==> src/rtl/armleocpu_simple2axi_converter_pkg.sv <==
// Shared AXI encodings and FSM state type for the simple<->AXI converters.
package armleocpu_simple2axi_converter_pkg;

    localparam logic [1:0] AXI_RESP_OKAY   = 2'b00;
    localparam logic [1:0] AXI_RESP_EXOKAY = 2'b01;
    localparam logic [1:0] AXI_RESP_SLVERR = 2'b10;
    localparam logic [1:0] AXI_RESP_DECERR = 2'b11;

    localparam logic [1:0] AXI_BURST_FIXED = 2'b00;
    localparam logic [1:0] AXI_BURST_INCR  = 2'b01;
    localparam logic [1:0] AXI_BURST_WRAP  = 2'b10;

    localparam logic [2:0] AXI_SIZE_1 = 3'd0;
    localparam logic [2:0] AXI_SIZE_2 = 3'd1;
    localparam logic [2:0] AXI_SIZE_4 = 3'd2;
    localparam logic [2:0] AXI_SIZE_8 = 3'd3;

    typedef enum logic [2:0] {
        StIdle,
        StWriteReq,
        StWriteResp,
        StReadAddr,
        StReadData
    } state_t;

    typedef struct packed {
        logic address_error;
        logic access_error;
    } err_t;

    // DECERR wins so the two flags never assert together.
    function automatic err_t resp_to_err(input logic [1:0] resp, input logic last);
        err_t e;
        e.address_error = (resp == AXI_RESP_DECERR);
        e.access_error  = !e.address_error && ((resp == AXI_RESP_SLVERR) || !last);
        return e;
    endfunction

endpackage

==> src/rtl/armleocpu_simple2axi_converter.sv <==
// Simple single-word request to single-beat AXI4 initiator bridge.
// Define ARMLEOCPU_SIMPLE2AXI_ALIGN_CHECK_EN to reject misaligned addresses locally.
module armleocpu_simple2axi_converter
    import armleocpu_simple2axi_converter_pkg::*;
#(
    parameter int unsigned ADDR_WIDTH     = 34,
    parameter int unsigned ID_WIDTH       = 4,
    parameter int unsigned TRANSACTION_ID = 0,
    parameter int unsigned DATA_WIDTH     = 32
) (
    input  logic                      clk,
    input  logic                      rst_n,

    input  logic [ADDR_WIDTH-1:0]     address,
    input  logic                      read,
    input  logic                      write,
    input  logic [DATA_WIDTH-1:0]     write_data,
    input  logic [DATA_WIDTH/8-1:0]   write_byteenable,
    output logic                      done,
    output logic [DATA_WIDTH-1:0]     read_data,
    output logic                      address_error,
    output logic                      access_error,

    output logic                      axi_awvalid,
    input  logic                      axi_awready,
    output logic [ID_WIDTH-1:0]       axi_awid,
    output logic [ADDR_WIDTH-1:0]     axi_awaddr,
    output logic [7:0]                axi_awlen,
    output logic [2:0]                axi_awsize,
    output logic [1:0]                axi_awburst,

    output logic                      axi_wvalid,
    input  logic                      axi_wready,
    output logic [DATA_WIDTH-1:0]     axi_wdata,
    output logic [DATA_WIDTH/8-1:0]   axi_wstrb,
    output logic                      axi_wlast,

    input  logic                      axi_bvalid,
    output logic                      axi_bready,
    input  logic [1:0]                axi_bresp,
    input  logic [ID_WIDTH-1:0]       axi_bid,

    output logic                      axi_arvalid,
    input  logic                      axi_arready,
    output logic [ID_WIDTH-1:0]       axi_arid,
    output logic [ADDR_WIDTH-1:0]     axi_araddr,
    output logic [7:0]                axi_arlen,
    output logic [2:0]                axi_arsize,
    output logic [1:0]                axi_arburst,

    input  logic                      axi_rvalid,
    output logic                      axi_rready,
    input  logic [1:0]                axi_rresp,
    input  logic                      axi_rlast,
    input  logic [DATA_WIDTH-1:0]     axi_rdata,
    input  logic [ID_WIDTH-1:0]       axi_rid
);

    state_t                    state_q, state_d;
    logic                      awvalid_q, awvalid_d;
    logic                      wvalid_q, wvalid_d;
    logic                      bready_q, bready_d;
    logic                      arvalid_q, arvalid_d;
    logic                      rready_q, rready_d;
    logic                      done_q, done_d;
    logic [DATA_WIDTH-1:0]     read_data_q, read_data_d;
    err_t                      err_q, err_d;
    logic [ADDR_WIDTH-1:0]     addr_q, addr_d;
    logic [DATA_WIDTH-1:0]     wdata_q, wdata_d;
    logic [DATA_WIDTH/8-1:0]   wstrb_q, wstrb_d;
    logic                      misaligned;

    // Response IDs are never compared; a single ID is ever outstanding.
    logic unused_ids;
    assign unused_ids = ^{axi_bid, axi_rid};

`ifdef ARMLEOCPU_SIMPLE2AXI_ALIGN_CHECK_EN
    assign misaligned = (address[1:0] != 2'b00);
`else
    assign misaligned = 1'b0;
`endif

    always_ff @(posedge clk or negedge rst_n) begin
        if (!rst_n) begin
            state_q     <= StIdle;
            awvalid_q   <= 1'b0;
            wvalid_q    <= 1'b0;
            bready_q    <= 1'b0;
            arvalid_q   <= 1'b0;
            rready_q    <= 1'b0;
            done_q      <= 1'b0;
            read_data_q <= '0;
            err_q       <= '0;
            addr_q      <= '0;
            wdata_q     <= '0;
            wstrb_q     <= '0;
        end else begin
            state_q     <= state_d;
            awvalid_q   <= awvalid_d;
            wvalid_q    <= wvalid_d;
            bready_q    <= bready_d;
            arvalid_q   <= arvalid_d;
            rready_q    <= rready_d;
            done_q      <= done_d;
            read_data_q <= read_data_d;
            err_q       <= err_d;
            addr_q      <= addr_d;
            wdata_q     <= wdata_d;
            wstrb_q     <= wstrb_d;
        end
    end

    always_comb begin
        state_d     = state_q;
        awvalid_d   = awvalid_q;
        wvalid_d    = wvalid_q;
        bready_d    = bready_q;
        arvalid_d   = arvalid_q;
        rready_d    = rready_q;
        done_d      = 1'b0;
        read_data_d = read_data_q;
        err_d       = err_q;
        addr_d      = addr_q;
        wdata_d     = wdata_q;
        wstrb_d     = wstrb_q;

        unique case (state_q)
            StIdle: begin
                // The request is still asserted while done is high; don't relaunch it.
                if (!done_q && (write || read)) begin
                    if (misaligned) begin
                        done_d              = 1'b1;
                        err_d.address_error = 1'b1;
                        err_d.access_error  = 1'b0;
                    end else if (write) begin
                        addr_d    = address;
                        wdata_d   = write_data;
                        wstrb_d   = write_byteenable;
                        awvalid_d = 1'b1;
                        wvalid_d  = 1'b1;
                        state_d   = StWriteReq;
                    end else begin
                        addr_d    = address;
                        arvalid_d = 1'b1;
                        state_d   = StReadAddr;
                    end
                end
            end
            StWriteReq: begin
                if (axi_awready) awvalid_d = 1'b0;
                if (axi_wready)  wvalid_d  = 1'b0;
                if (!awvalid_d && !wvalid_d) begin
                    bready_d = 1'b1;
                    state_d  = StWriteResp;
                end
            end
            StWriteResp: begin
                if (axi_bvalid) begin
                    bready_d = 1'b0;
                    done_d   = 1'b1;
                    err_d    = resp_to_err(axi_bresp, 1'b1);
                    state_d  = StIdle;
                end
            end
            StReadAddr: begin
                if (axi_arready) begin
                    arvalid_d = 1'b0;
                    rready_d  = 1'b1;
                    state_d   = StReadData;
                end
            end
            StReadData: begin
                if (axi_rvalid) begin
                    rready_d    = 1'b0;
                    done_d      = 1'b1;
                    read_data_d = axi_rdata;
                    err_d       = resp_to_err(axi_rresp, axi_rlast);
                    state_d     = StIdle;
                end
            end
            default: begin
                state_d = StIdle;
            end
        endcase
    end

    assign done          = done_q;
    assign read_data     = read_data_q;
    assign address_error = err_q.address_error;
    assign access_error  = err_q.access_error;

    assign axi_awvalid = awvalid_q;
    assign axi_awid    = ID_WIDTH'(TRANSACTION_ID);
    assign axi_awaddr  = addr_q;
    assign axi_awlen   = 8'd0;
    assign axi_awsize  = AXI_SIZE_4;
    assign axi_awburst = AXI_BURST_INCR;

    assign axi_wvalid = wvalid_q;
    assign axi_wdata  = wdata_q;
    assign axi_wstrb  = wstrb_q;
    assign axi_wlast  = 1'b1;

    assign axi_bready = bready_q;

    assign axi_arvalid = arvalid_q;
    assign axi_arid    = ID_WIDTH'(TRANSACTION_ID);
    assign axi_araddr  = addr_q;
    assign axi_arlen   = 8'd0;
    assign axi_arsize  = AXI_SIZE_4;
    assign axi_arburst = AXI_BURST_INCR;

    assign axi_rready = rready_q;

endmodule
==> config.mk <==
export PLATFORM = sky130hd
export DESIGN_NAME = armleocpu_simple2axi_converter
export DESIGN_NICKNAME = d
export VERILOG_FILES = /design/src/rtl/armleocpu_simple2axi_converter_pkg.sv /design/src/rtl/armleocpu_simple2axi_converter.sv
export SDC_FILE = /design/constraint.sdc
export NUM_CORES = 1
export LEC_CHECK = 0
export ABC_AREA = 1
export CAP_MARGIN = 20
export CORE_MARGIN = 2
export CORE_UTILIZATION = 35
export CTS_BUF_LIST = sky130_fd_sc_hd__clkbuf_8
export DETAILED_ROUTE_END_ITERATION = 10
export GPL_TIMING_DRIVEN = 0
export PLACE_DENSITY = 0.78
export SKIP_LAST_GASP = 1
export SYNTH_ARGS = -nofsm -noshare
export SYNTH_HDL_FRONTEND = slang
export SYNTH_SLANG_ARGS = --single-unit
==> constraint.sdc <==
create_clock -name clk -period 1.4 [get_ports clk]
set_clock_uncertainty 0.1 [all_clocks]
set_input_delay 0.28 -clock clk [delete_from_list [all_inputs] [get_ports clk]]
set_output_delay 0.28 -clock clk [all_outputs]
set_load 0.01 [all_outputs]
==> flow_summary_export.csv <==
group,metric,value,unit
clocking,cts.clk_slew.worst_paths,0.07,ns
placed_design,place_area,8170,um2
clocking,numCtsBuffers,17,
floorplan,die_area,15800,um2
critical_path,setup.worst_path.class,"register to output pin",
critical_path,crit_path_cell_trace,"buf_6 > buf_6",
critical_path,cp_top_family,"flip-flops",
placed_design,io_buffer_count,259,
critical_path,cpPeakStageDelay,0.44,ns
global_routing,use_met1,24.1,%
synthesis,synthDistinctLibCells,26,
critical_path,cp_slowest_cell,"dfrtp_1",
clocking,cts_tree,"built",
detailed_routing,vias,5369,
synthesis,syn_avg_cell_area,8.75,um2
power_and_ir_drop,total_power,0.0223,W
global_routing,met3_usage,7.05,%
timing,rsz0062_at_grt,"yes",
clocking,cts_root_buffer,"clkbuf_8",
synthesis,ys_seq_area_share,54.4,%
timing,period_needed,1.51,ns
timing,hold_viol,0,
detailed_routing,drc,0,
power_and_ir_drop,vdd_drop_max,0.859,mV
detailed_routing,wirelength,18200,um
run,max_cap_violations,0,
global_routing,grt_pass1_wl,25800,um
critical_path,crit_path_end_kind,"output pin",
detailed_routing,drt-initial-drc-count,244,
synthesis,synth-seq-cells,113,
floorplan,core,14500,um2
global_routing,grt-ovfl-total,0,
floorplan,initial_core_util,35.8,%
global_routing,use_met2,34.8,%
clocking,clock_latency,0.44,ns
timing,worst_slew_pin_slew,0.572,ns
timing,finalSetupViolations,131,
cells_and_area,final_core_util,67.3,%
floorplan,die_w,126,um
power_and_ir_drop,p_per_area,2280,nW/um2
synthesis,synthCells,594,
placed_design,hpwl,11500,um
placed_design,place_congestion,0.757,
timing,finalMaxSlewViolations,0,
clocking,htreeDepth,4,
detailed_routing,wl_per_cell,15.2,um
global_routing,track_usage,20.5,%
global_routing,antenna_found_initial,0,
detailed_routing,ant_nets,0,
timing,timing.final.ws_setup,-0.108,ns
critical_path,critPathArrivalTime,1.13,ns
critical_path,cp_num_buf_inv,2,
critical_path,critPathLaunchType,"register",
critical_path,crit_required,1.02,ns
global_routing,top_usage_layer,"met2",
min_path,hold_path_class,"primary input to register",
synthesis,synth_warnings,0,
cells_and_area,area_growth,88.1,%
timing,slew_headroom,61.9,%
timing,fmax,663,MHz
detailed_routing,first_pass_iters,6,
synthesis,syn_area,5200,um2
global_routing,grt_start_max_net_pins,60,
clocking,clock_sinks,113,
status,status,"finished, violations left",
floorplan,ios,303,
cells_and_area,postLayoutCellArea,9780,um2
cells_and_area,layout-drive-gt1-share,47.2,%
power_and_ir_drop,p_leak,5.22,nW
floorplan,die_y,126,um
cells_and_area,n_antenna_cell,0,
floorplan,num_rows,44,
timing,fin_crit_sh,108,%
clocking,clockBufferDepth,2,
critical_path,cpMostUsedCell,"buf_6",
global_routing,grt_pass1_vias,5024,
detailed_routing,vias_per_cell,4.48,
cells_and_area,final_nets,1126,
status,violations,"setup timing",
critical_path,critPathMaxFanout,3,
## routing by layer
metal | vias to the layer above | part of all wire (%)
li1 | 2577 | -
met5 | - | 0
met3 | 25 | 7.6
met2 | 216 | 53
met4 | 0 | 1.5
met1 | 2551 | 38
## through the flow
stage	setup WS, ns	setup TNS (ns)	cells	hold slack [ns]
6_report	-0.108	-7.30	1199	0.268
5_1_grt	-0.192	-18.37	1199	0.247
4_1_cts	-0.116	-8.95	1148	0.232
3_5_place_dp	-0.494	-32.45	1071	0.194
3_3_place_gp	-4.50	-538.48	1070	0.353
2_1_floorplan	0.0797	0	627	-0.116
## timing repair
item | CTS | global route
resized for setup | 700 | 145
gates cloned | 6 | 9
buffers inserted | 38 | 44
endpoints found under the hold margin | 58 | 0
setup endpoints to repair | 249 | 226
pin swaps | 13 | 22
hold buffers | 1 | 0
## sequential cells by signal, summed over array words and instances, names as in the netlist, 3 cells and up
signal      count
axi_araddr     34
axi_wdata      32
read_data      32
axi_wstrb       4
state_q         3
## where the power goes
part / internal, W / leakage, nW / total, W / switching (W)
sequential: 0.00485 / 1.39 / 0.00612 / 0.00127
clock: 0.00130 / 0.162 / 0.00275 / 0.00145
combinational: 0.00740 / 3.67 / 0.0134 / 0.00604
## cells in the mapped netlist
cell	n	share of area, %
nor2_2	2	0.24
buf_2	9	0.87
nor3_1	1	0.096
dfrtp_1	113	54
inv_2	1	0.072
nand2_4	1	0.22
nor2_1	6	0.43
buf_4	79	11
o21bai_1	3	0.43
nand2_1	265	19
nand2_2	3	0.36
nor2_4	2	0.43
and2_4	1	0.17
a21oi_1	3	0.29
o21ai_0	5	0.48
o22ai_1	1	0.12
buf_8	2	0.58
buf_6	5	1.1
inv_4	1	0.12
nand2_8	1	0.39
nand3_1	75	7.2
nor2_8	1	0.39
inv_1	10	0.72
conb_1	2	0.14
buf_1	1	0.072
o21a_1	1	0.14
## worst paths after layout
| path | depth (start not counted) | slack (ns) | startpoint | endpoint |
|---|---|---|---|---|
| min in group asynchronous | 2 | 0.29 | rst_n | axi_wdata[14]$_DFFE_PN0P_ |
| setup reg to reg | 7 | -0.10 | state_q[0]$_DFFE_PN0P_ | axi_wdata[19]$_DFFE_PN0P_ |
| hold reg to reg | 2 | 0.37 | read_data[6]$_DFFE_PN0P_ | read_data[6]$_DFFE_PN0P_ |
| setup / recovery | 2 | -0.11 | axi_araddr[1]$_DFFE_PN0P_ | axi_awaddr[1] |
| max in group asynchronous | 3 | 0.22 | rst_n | read_data[27]$_DFFE_PN0P_ |
| hold / removal | 3 | 0.27 | axi_rdata[20] | read_data[20]$_DFFE_PN0P_ |
## area by class of cell
| cell class | instances | area [um2] |
|---|---|---|
| well taps | 184 | 230 |
| clock buffers | 19 | 262 |
| inverters | 12 | 52.6 |
| repair buffers | 355 | 3240 |
| clock inverters | 13 | 90.1 |
| flip-flops and latches | 113 | 2840 |
| fillers | 1134 | 4750 |
| plain buffers | 95 | 953 |
| multi-input cells | 408 | 2120 |
## tightest hold or removal path, stage by stage
cell             delay, ns
clkdlybuf4s50_1       0.39
nand2_1               0.06
nand2_1               0.04
## placed cells by master, fill, tap and decap left out, drive strengths merged
cell type | netlist | routed
nand2 | 270 | 272
conb | 2 | 35
o21a | 1 | 1
o21bai | 3 | 3
nor2 | 11 | 11
inv | 12 | 12
nand3 | 75 | 75
o22ai | 1 | 1
clkbuf | 0 | 27
dfrtp | 113 | 113
a21oi | 3 | 3
and2 | 1 | 1
dlygate4sd3 | 0 | 1
clkinvlp | 0 | 7
clkdlybuf4s50 | 0 | 114
o21ai | 5 | 5
clkinv | 0 | 6
buf | 96 | 327
nor3 | 1 | 1
## kinds of logic (layout without fill, tap and decap cells)
kind of cell	count (synthesis)	in the layout	share of synthesized area, %
AOI/OAI and AO/OA	13	13	1.47
other	2	35	0.144
DFF	113	113	54.4
buffers and inverters	108	494	14.9
and+or+nand+nor	358	360	29.1
Note: power is estimated with default switching activity, not from simulation.
